### config.mk
export PLATFORM = sky130hd
export DESIGN_NAME = reg_file_wb_flat
export DESIGN_NICKNAME = d
export VERILOG_FILES = /design/src/rtl/reg_file_wb_pkg.sv /design/src/rtl/reg_file_wb_if.sv /design/src/rtl/reg_file_wb_wb_format.sv /design/src/rtl/reg_file_wb.sv /design/src/flat_wrapper.sv
export SDC_FILE = /design/constraint.sdc
export NUM_CORES = 2
export LEC_CHECK = 0
export BUFFER_PORTS_ARGS = -buffer_cell sky130_fd_sc_hd__buf_2
export CAP_MARGIN = 10
export CORE_MARGIN = 5
export CORE_UTILIZATION = 60
export DETAILED_ROUTE_END_ITERATION = 12
export GPL_TIMING_DRIVEN = 0
export PLACE_DENSITY = 0.78
export SLEW_MARGIN = 20
export SYNTH_ARGS = -nofsm -noshare
export SYNTH_HDL_FRONTEND = slang
export SYNTH_SLANG_ARGS = --single-unit
### constraint.sdc
create_clock -name clk -period 46.2 [get_ports clk]
set_clock_uncertainty 0.2 [all_clocks]
set_input_delay 4.62 -clock clk [delete_from_list [all_inputs] [get_ports clk]]
set_output_delay 4.62 -clock clk [all_outputs]
set_load 0.005 [all_outputs]
### src/rtl/reg_file_wb_pkg.sv
`default_nettype none
// ----------------------------------------------------------------------------
// Module   : reg_file_wb_pkg
// Shared sizes and writeback command encodings for the writeback stage.
// Revision : 1.0
// ----------------------------------------------------------------------------
package reg_file_wb_pkg;

  localparam int XLEN      = 32;
  localparam int NREG      = 32;
  localparam int REG_IDX_W = 5;

  typedef logic [1:0] wb_cmd_t;

  localparam wb_cmd_t WB_CMD_SEL = 2'b00;
  localparam wb_cmd_t WB_CMD_LUI = 2'b01;
  localparam wb_cmd_t WB_CMD_LB  = 2'b10;
  localparam wb_cmd_t WB_CMD_LH  = 2'b11;

endpackage
`default_nettype wire

### src/rtl/reg_file_wb_if.sv
`default_nettype none
// ----------------------------------------------------------------------------
// Module   : reg_file_wb_if
// Writeback bundle, decode read ports and last-commit record.
// Revision : 1.0
// ----------------------------------------------------------------------------
interface reg_file_wb_if;
  import reg_file_wb_pkg::*;

  logic                 we_reg;
  logic                 mux9;
  logic [XLEN-1:0]      result;
  logic [XLEN-1:0]      mem;
  logic [REG_IDX_W-1:0] rd;
  wb_cmd_t              cmd;
  logic [19:0]          imm20;
  logic                 flush;
  logic                 stall;
  logic [REG_IDX_W-1:0] ra1;
  logic [REG_IDX_W-1:0] ra2;
  logic [XLEN-1:0]      rd1;
  logic [XLEN-1:0]      rd2;
  logic [XLEN-1:0]      wb_data;
  logic                 last_valid;
  logic [REG_IDX_W-1:0] last_rd;
  logic [XLEN-1:0]      last_data;

  modport master (
    output we_reg, mux9, result, mem, rd, cmd, imm20, flush, stall, ra1, ra2,
    input  rd1, rd2, wb_data, last_valid, last_rd, last_data
  );

  modport slave (
    input  we_reg, mux9, result, mem, rd, cmd, imm20, flush, stall, ra1, ra2,
    output rd1, rd2, wb_data, last_valid, last_rd, last_data
  );

endinterface
`default_nettype wire

### src/rtl/reg_file_wb_wb_format.sv
`default_nettype none
// ----------------------------------------------------------------------------
// Module   : wb_format
// Pure combinational formatter producing the final writeback value.
// Revision : 1.0
// ----------------------------------------------------------------------------
module wb_format
  import reg_file_wb_pkg::*;
(
  input  wire wb_cmd_t         cmd_i,
  input  wire logic            mux9_i,
  input  wire logic [XLEN-1:0] result_i,
  input  wire logic [XLEN-1:0] mem_i,
  input  wire logic [19:0]     imm20_i,
  output logic      [XLEN-1:0] wb_data_o
);

  always_comb begin
    wb_data_o = result_i;
    case (cmd_i)
      WB_CMD_SEL: wb_data_o = mux9_i ? mem_i : result_i;
      WB_CMD_LUI: wb_data_o = {imm20_i, 12'b0};
      WB_CMD_LB:  wb_data_o = {{(XLEN-8){mem_i[7]}}, mem_i[7:0]};
      WB_CMD_LH:  wb_data_o = {{(XLEN-16){mem_i[15]}}, mem_i[15:0]};
      default:    wb_data_o = result_i;
    endcase
  end

endmodule
`default_nettype wire

### src/rtl/reg_file_wb.sv
`default_nettype none
// ----------------------------------------------------------------------------
// Module   : reg_file_wb
// Writeback commit into a 32x32 register file with bypassed reads and a
// registered record of the last commit.
// Revision : 1.0
// ----------------------------------------------------------------------------
module reg_file_wb
  import reg_file_wb_pkg::*;
(
  input  wire logic     clk,
  input  wire logic     rst,
  reg_file_wb_if.slave  bus
);

  logic [XLEN-1:0]      regs_q [NREG];
  logic                 last_valid_q;
  logic [REG_IDX_W-1:0] last_rd_q;
  logic [XLEN-1:0]      last_data_q;

  logic [XLEN-1:0]      wb_data_d;
  logic                 commit_d;
  logic [XLEN-1:0]      rd1_d;
  logic [XLEN-1:0]      rd2_d;

  wb_format u_wb_format (
    .cmd_i     (bus.cmd),
    .mux9_i    (bus.mux9),
    .result_i  (bus.result),
    .mem_i     (bus.mem),
    .imm20_i   (bus.imm20),
    .wb_data_o (wb_data_d)
  );

  assign commit_d = bus.we_reg & ~bus.flush & ~bus.stall & (bus.rd != '0);

  // regs_q[0] is cleared on reset and never written, so x0 storage stays zero.
  always_ff @(posedge clk or posedge rst) begin
    if (rst) begin
      for (int i = 0; i < NREG; i++) begin
        regs_q[i] <= '0;
      end
      last_valid_q <= 1'b0;
      last_rd_q    <= '0;
      last_data_q  <= '0;
    end else begin
      for (int i = 1; i < NREG; i++) begin
        if (commit_d && (bus.rd == REG_IDX_W'(i))) begin
          regs_q[i] <= wb_data_d;
        end
      end
      last_valid_q <= commit_d;
      if (commit_d) begin
        last_rd_q   <= bus.rd;
        last_data_q <= wb_data_d;
      end
    end
  end

  always_comb begin
    rd1_d = regs_q[bus.ra1];
    if (bus.ra1 == '0) begin
      rd1_d = '0;
    end else if (commit_d && (bus.ra1 == bus.rd)) begin
      rd1_d = wb_data_d;
    end
  end

  always_comb begin
    rd2_d = regs_q[bus.ra2];
    if (bus.ra2 == '0) begin
      rd2_d = '0;
    end else if (commit_d && (bus.ra2 == bus.rd)) begin
      rd2_d = wb_data_d;
    end
  end

  assign bus.rd1        = rd1_d;
  assign bus.rd2        = rd2_d;
  assign bus.wb_data    = wb_data_d;
  assign bus.last_valid = last_valid_q;
  assign bus.last_rd    = last_rd_q;
  assign bus.last_data  = last_data_q;

endmodule
`default_nettype wire

### src/flat_wrapper.sv
// flat-port wrapper written by rule: the top's interface ports become plain ports
module reg_file_wb_flat import reg_file_wb_pkg::*;
  (clk, rst, bus_we_reg, bus_mux9, bus_result, bus_mem, bus_rd, bus_cmd, bus_imm20, bus_flush, bus_stall, bus_ra1, bus_ra2, bus_rd1, bus_rd2, bus_wb_data, bus_last_valid, bus_last_rd, bus_last_data);
  reg_file_wb_if bus_i ();
  input  wire logic clk;
  input  wire logic rst;
  input wire logic [$bits(bus_i.we_reg)-1:0] bus_we_reg;
  input wire logic [$bits(bus_i.mux9)-1:0] bus_mux9;
  input wire logic [$bits(bus_i.result)-1:0] bus_result;
  input wire logic [$bits(bus_i.mem)-1:0] bus_mem;
  input wire logic [$bits(bus_i.rd)-1:0] bus_rd;
  input wire logic [$bits(bus_i.cmd)-1:0] bus_cmd;
  input wire logic [$bits(bus_i.imm20)-1:0] bus_imm20;
  input wire logic [$bits(bus_i.flush)-1:0] bus_flush;
  input wire logic [$bits(bus_i.stall)-1:0] bus_stall;
  input wire logic [$bits(bus_i.ra1)-1:0] bus_ra1;
  input wire logic [$bits(bus_i.ra2)-1:0] bus_ra2;
  output wire logic [$bits(bus_i.rd1)-1:0] bus_rd1;
  output wire logic [$bits(bus_i.rd2)-1:0] bus_rd2;
  output wire logic [$bits(bus_i.wb_data)-1:0] bus_wb_data;
  output wire logic [$bits(bus_i.last_valid)-1:0] bus_last_valid;
  output wire logic [$bits(bus_i.last_rd)-1:0] bus_last_rd;
  output wire logic [$bits(bus_i.last_data)-1:0] bus_last_data;
  assign bus_i.we_reg = bus_we_reg;
  assign bus_i.mux9 = bus_mux9;
  assign bus_i.result = bus_result;
  assign bus_i.mem = bus_mem;
  assign bus_i.rd = bus_rd;
  assign bus_i.cmd = bus_cmd;
  assign bus_i.imm20 = bus_imm20;
  assign bus_i.flush = bus_flush;
  assign bus_i.stall = bus_stall;
  assign bus_i.ra1 = bus_ra1;
  assign bus_i.ra2 = bus_ra2;
  assign bus_rd1 = bus_i.rd1;
  assign bus_rd2 = bus_i.rd2;
  assign bus_wb_data = bus_i.wb_data;
  assign bus_last_valid = bus_i.last_valid;
  assign bus_last_rd = bus_i.last_rd;
  assign bus_last_data = bus_i.last_data;
  reg_file_wb u_core (.clk(clk), .rst(rst), .bus(bus_i));
endmodule
### Word-level counts from Yosys, hierarchy flattened

Cells that the tools add are included.

* register bits: 1030
* output and inout bits: 134

* reduce and logical (&&, ||, !) cells: 37
* equality and inequality tests: 36
* magnitude comparators: 2
* multiplexer cells: 12
* bitwise logic cells: 7

Operators by type and width (number)
* binary-select mux 32 bit (select 5 bit): 2
* two-way mux 32 bit: 9
* case mux 32 bit (4 select lines): 1
* equality test 5 bit, second input constant: 16
* equality test 5 x 4 -> 1 bit, second input constant: 8
* logical AND 1 bit: 33
* equality test 5 x 3 -> 1 bit, second input constant: 4
* greater-or-equal comparator 6 bit, second input constant: 2
* inverter 5 -> 6 bit: 2
* equality test 5 x 2 -> 1 bit, second input constant: 2
* equality test 5 bit: 2
* logical NOT 5 bit: 2
* equality test 5 x 1 -> 1 bit, second input constant: 1
* nonzero test 5 bit: 1
* equality test 2 bit, second input constant: 2
* AND 1 bit: 3
* equality test 2 x 1 -> 1 bit, second input constant: 1
* logical NOT 2 bit: 1
* inverter 1 bit: 2

### Longest topological paths before layout

* depth after elaboration: 7
* mapped depth: 10
* gate-level depth less buffers: 5

### Modules after synthesis

A second synthesis with hierarchy kept.

* cells, all modules: 4033
* area, all modules: 55882.3 um^2

By module, submodules not included
* reg_file_wb: cells an instance 3916, seq. area each 25774.7 um^2, times used 1, area each 54997.7 um^2
* wb_format: cells an instance 117, seq. area each 0.0 um^2, times used 1, area each 884.6 um^2

### Worst setup path before layout

Ideal clock, no wire load.

* kind: in2out
* start: input bus_ra1[0]
* end: output bus_rd1[13]
* stages: 10
* data arrival time: 6332 ps
* path slack: 35048 ps
* cells stage by stage: buf_2 > buf_6 > buf_6 > buf_6 > buf_2 > mux2_2 > a221oi_1 > o21ai_0 > nand4_1 > o211ai_1

* longest elaborated chain between the ends: 6

Ends and longest elaborated chain
* start: declaration: line flat_wrapper.sv:16 `input wire logic [$bits(bus_i.ra1)-1:0] bus_ra1;`
* inverter 5 -> 6 bit (implied by the code): line reg_file_wb.sv:61 `rd1_d = regs_q[bus.ra1];`
* binary-select mux 32 bit (select 5 bit): line reg_file_wb.sv:61
* two-way mux 32 bit (implied by the code) (2 in series): line reg_file_wb.sv:61
* two-way mux 32 bit: line reg_file_wb.sv:64 `end else if (commit_d && (bus.ra1 == bus.rd)) begin`
* two-way mux 32 bit (*): line reg_file_wb.sv:62 `if (bus.ra1 == '0) begin`
* end: declaration: line flat_wrapper.sv:18 `output wire logic [$bits(bus_i.rd1)-1:0] bus_rd1;`

Mark *: on every way between the ends. The rest lies on a longest branch, timed or not. The select of a mux whose other input is x is not followed.

### Worst setup path in the final report

* start: input bus_ra2[2]
* end: output bus_rd2[15]

* longest elaborated chain between the ends: 6

Ends and longest elaborated chain
* start: declaration: line flat_wrapper.sv:17 `input wire logic [$bits(bus_i.ra2)-1:0] bus_ra2;`
* inverter 5 -> 6 bit (implied by the code): line reg_file_wb.sv:70 `rd2_d = regs_q[bus.ra2];`
* binary-select mux 32 bit (select 5 bit): line reg_file_wb.sv:70
* two-way mux 32 bit (implied by the code) (2 in series): line reg_file_wb.sv:70
* two-way mux 32 bit: line reg_file_wb.sv:73 `end else if (commit_d && (bus.ra2 == bus.rd)) begin`
* two-way mux 32 bit (*): line reg_file_wb.sv:71 `if (bus.ra2 == '0) begin`
* end: declaration: line flat_wrapper.sv:19 `output wire logic [$bits(bus_i.rd2)-1:0] bus_rd2;`

Marks and branches as above.

==> reports/qor.csv <==
metric,value,unit
Final Max Tran Viols,0,
met1 wire length,79.8,mm
Final Hold Vio Count,0,
post-CTS resize count,0,
"EDFF count, synth",0,
routed length per instance,36.7,um
top-count cell post-synth,nand2_1,
Setup crit end kind,output port,
layout cells sized above 1,21.6,%
capturing point of the worst reg2reg path,u_core.regs_q[17],
clock root buffer,clkbuf_16,
drc violations,0,
CTS H-tree lvls,3,
P&R area growth vs syn,13.1,%
Post-synth ARST share,100,%
final estimated routing congestion in global placement,1.06,
setup TNS,0,ps
Cell variety after synth,60,
Hold Startpoint,u_core.bus.last_data[28],
status,"complete, no violations",
most frequent cells after synthesis,"1161 x nand2_1, 1036 x o21ai_0, 1030 x dfrtp_1",
synthesized flop and latch total,1030,
antenna violations before repair,26,
CP max FO,10,
post-route minimum period,14450,ps
IO buf count,229,
R2R Path Start,u_core.regs_q[17],
clk slew on worst S/H paths,60,ps
core area,89600,um^2
Die Span Y,310,um
flop-to-flop setup slack,45140,ps
Tightest Hold Check Type,register to register,
largest cells by area after synthesis,"dfrtp_1 48%, mux4_2 17%, o21ai_0 9.6%",
Leak,0.0266,uW
Routed met2 length,97.0,mm
final number of setup-violating endpoints,0,
First DRT Iteration DRCs,9736,
Worst Hold Path Cells,2,
CTS tree,done,
RSZ-0062 raised after global routing,no,
power per standard cell area,39.9,nW/um^2
Hold Slack,270,ps
via count,50600,
startpoint types,input port,
highest metal used,met5,
boundary pin count,241,
worst skew pair latency,730,ps
initial core utilization,60.3,%
syn avg cell area,10.6,um^2
first-pass GRT wire length,344,mm
Rows,110,
Peak supply drop,0.0328,mV
largest net degree at the start of global routing,110,
Cells after Synth,5093,
Num Clock Sinks,1030,
crit path kind,input port to output port,
DP Worst Slack,32590,ps
syn nets,5200,
Hold Buf Count CTS,0,
Die Width,310,um
critical path arrival,9630,ps
fmax,0.0692,GHz
vias in the first global route,47800,
hpwl dp,179,mm
DIE AREA,96100,um^2
post-synth top area share,47.7,%
drt total wl,247,mm
TritonRoute pass-1 iters,9,
GR Overflow Total,0,
Clock Path Buffers,3,
max-cap check violation count,0,
reg2reg path depth,2,
Worst-Margin Slew,1360,ps
Critical Path RT,41380,ps
FILL cells,6856,
routed vias/inst,7.51,
Nets,5557,
Global Route Usage Sum,50.8,%
final setup margin,31750,ps
synthesized area,54000,um^2
worst rel slew slack,9.31,%
Pwr Total,2430,uW
post-route ant nets,0,
Worst Hold Path EP,u_core.bus.last_data[28],
top_reg_cell synth,dfrtp_1,
"Seq/Total Area, Yosys",47.7,%
CTS buffer count,110,
yosys warns,32,
Synth area leader,dfrtp_1,
met3 wire length,47.5,mm
# Post-CTS Setup Buffers,0,
Final Cycle Share,31.3,%
## critical path: stages
cell and delay, ps:
buf_2 260, buf_2 430, buf_2 610, buf_1 1000, clkbuf_2 860, nand2_1 110
nand3_1 170, o21ai_0 460, o221ai_1 790, buf_2 250
## where the power goes
| group | leakage, uW | internal [uW] | switching [uW] |
|---|---|---|---|
| clock | 0.00192 | 579 | 398 |
| sequential | 0.0140 | 982 | 67.4 |
| combinational | 0.0106 | 149 | 259 |
| total | 0.0266 | 1710 | 725 |
## flip-flops by register name, indices dropped and copies added, names as in the netlist
name	cells
u_core.bus.last_rd	5
u_core.regs_q	992
u_core.bus.last_data	32
u_core.bus.last_valid	1
## how the worst max path moves through the flow
stage | from | endpoint | slack, ps
after CTS | bus_ra2[2] | bus_rd2[9] | 32590
after detailed placement | bus_ra2[2] | bus_rd2[9] | 32590
after global placement | rst | u_core.regs_q[422] | 1310
final | bus_ra2[2] | bus_rd2[15] | 31750
after floorplan | rst | u_core.bus.last_data[0] | 12390
after global routing | bus_ra2[2] | bus_rd2[15] | 32330
## layout make-up
cell class | instances | area, um^2 | share of cell area [%]
diodes | 19 | 47.5 | 0.0779
plain buffers | 522 | 2330 | 3.81
clock buffers | 154 | 3140 | 5.14
clock inverters | 51 | 779 | 1.28
inverters | 40 | 158 | 0.258
multi-input cells | 3501 | 25900 | 42.3
flip-flops and latches | 1030 | 25800 | 42.2
well taps | 1176 | 1470 | 2.41
repair buffers | 245 | 1500 | 2.45
## placed cells by master (no fill, tap or decap), drive strengths merged, types with 42 or more instances in the layout
cell type  instances
mux4             409
a221oi            57
o22ai             85
mux2             160
buf              411
nand2           1162
inv               42
dfrtp           1030
nor2              48
a21oi             52
o21ai           1047
a22oi             58
clkbuf           510
mux2i             84
## kinds of logic (layout without fill, tap and decap cells)
logic type / count (synthesis) / in the layout / share of synthesized area (%)
compound gates: 1425 / 1425 / 14.8
other cells: 0 / 19 / 0
xor+xnor: 9 / 9 / 0.146
simple gates: 1414 / 1414 / 10.7
buf+inv: 562 / 1012 / 4.57
mux: 653 / 653 / 22.0
flops: 1030 / 1030 / 47.7
## through the flow
stage	util [%]	std cells	instance area, um^2
after floorplan	-	5093	54000
after global routing	68.1	6722	61000
after global placement	63.2	6498	56600
final	68.1	6738	61000
after CTS	68.1	6719	61000
after detailed placement	63.7	6514	57100
## metal layers
metal	vias up	GRT usage [%]
met5	-	2.92
met4	18	33.2
met3	1464	31.7
met2	5150	67.8
met1	24800	61.1
li1	19200	-
Power figures use the tool's default switching activity.
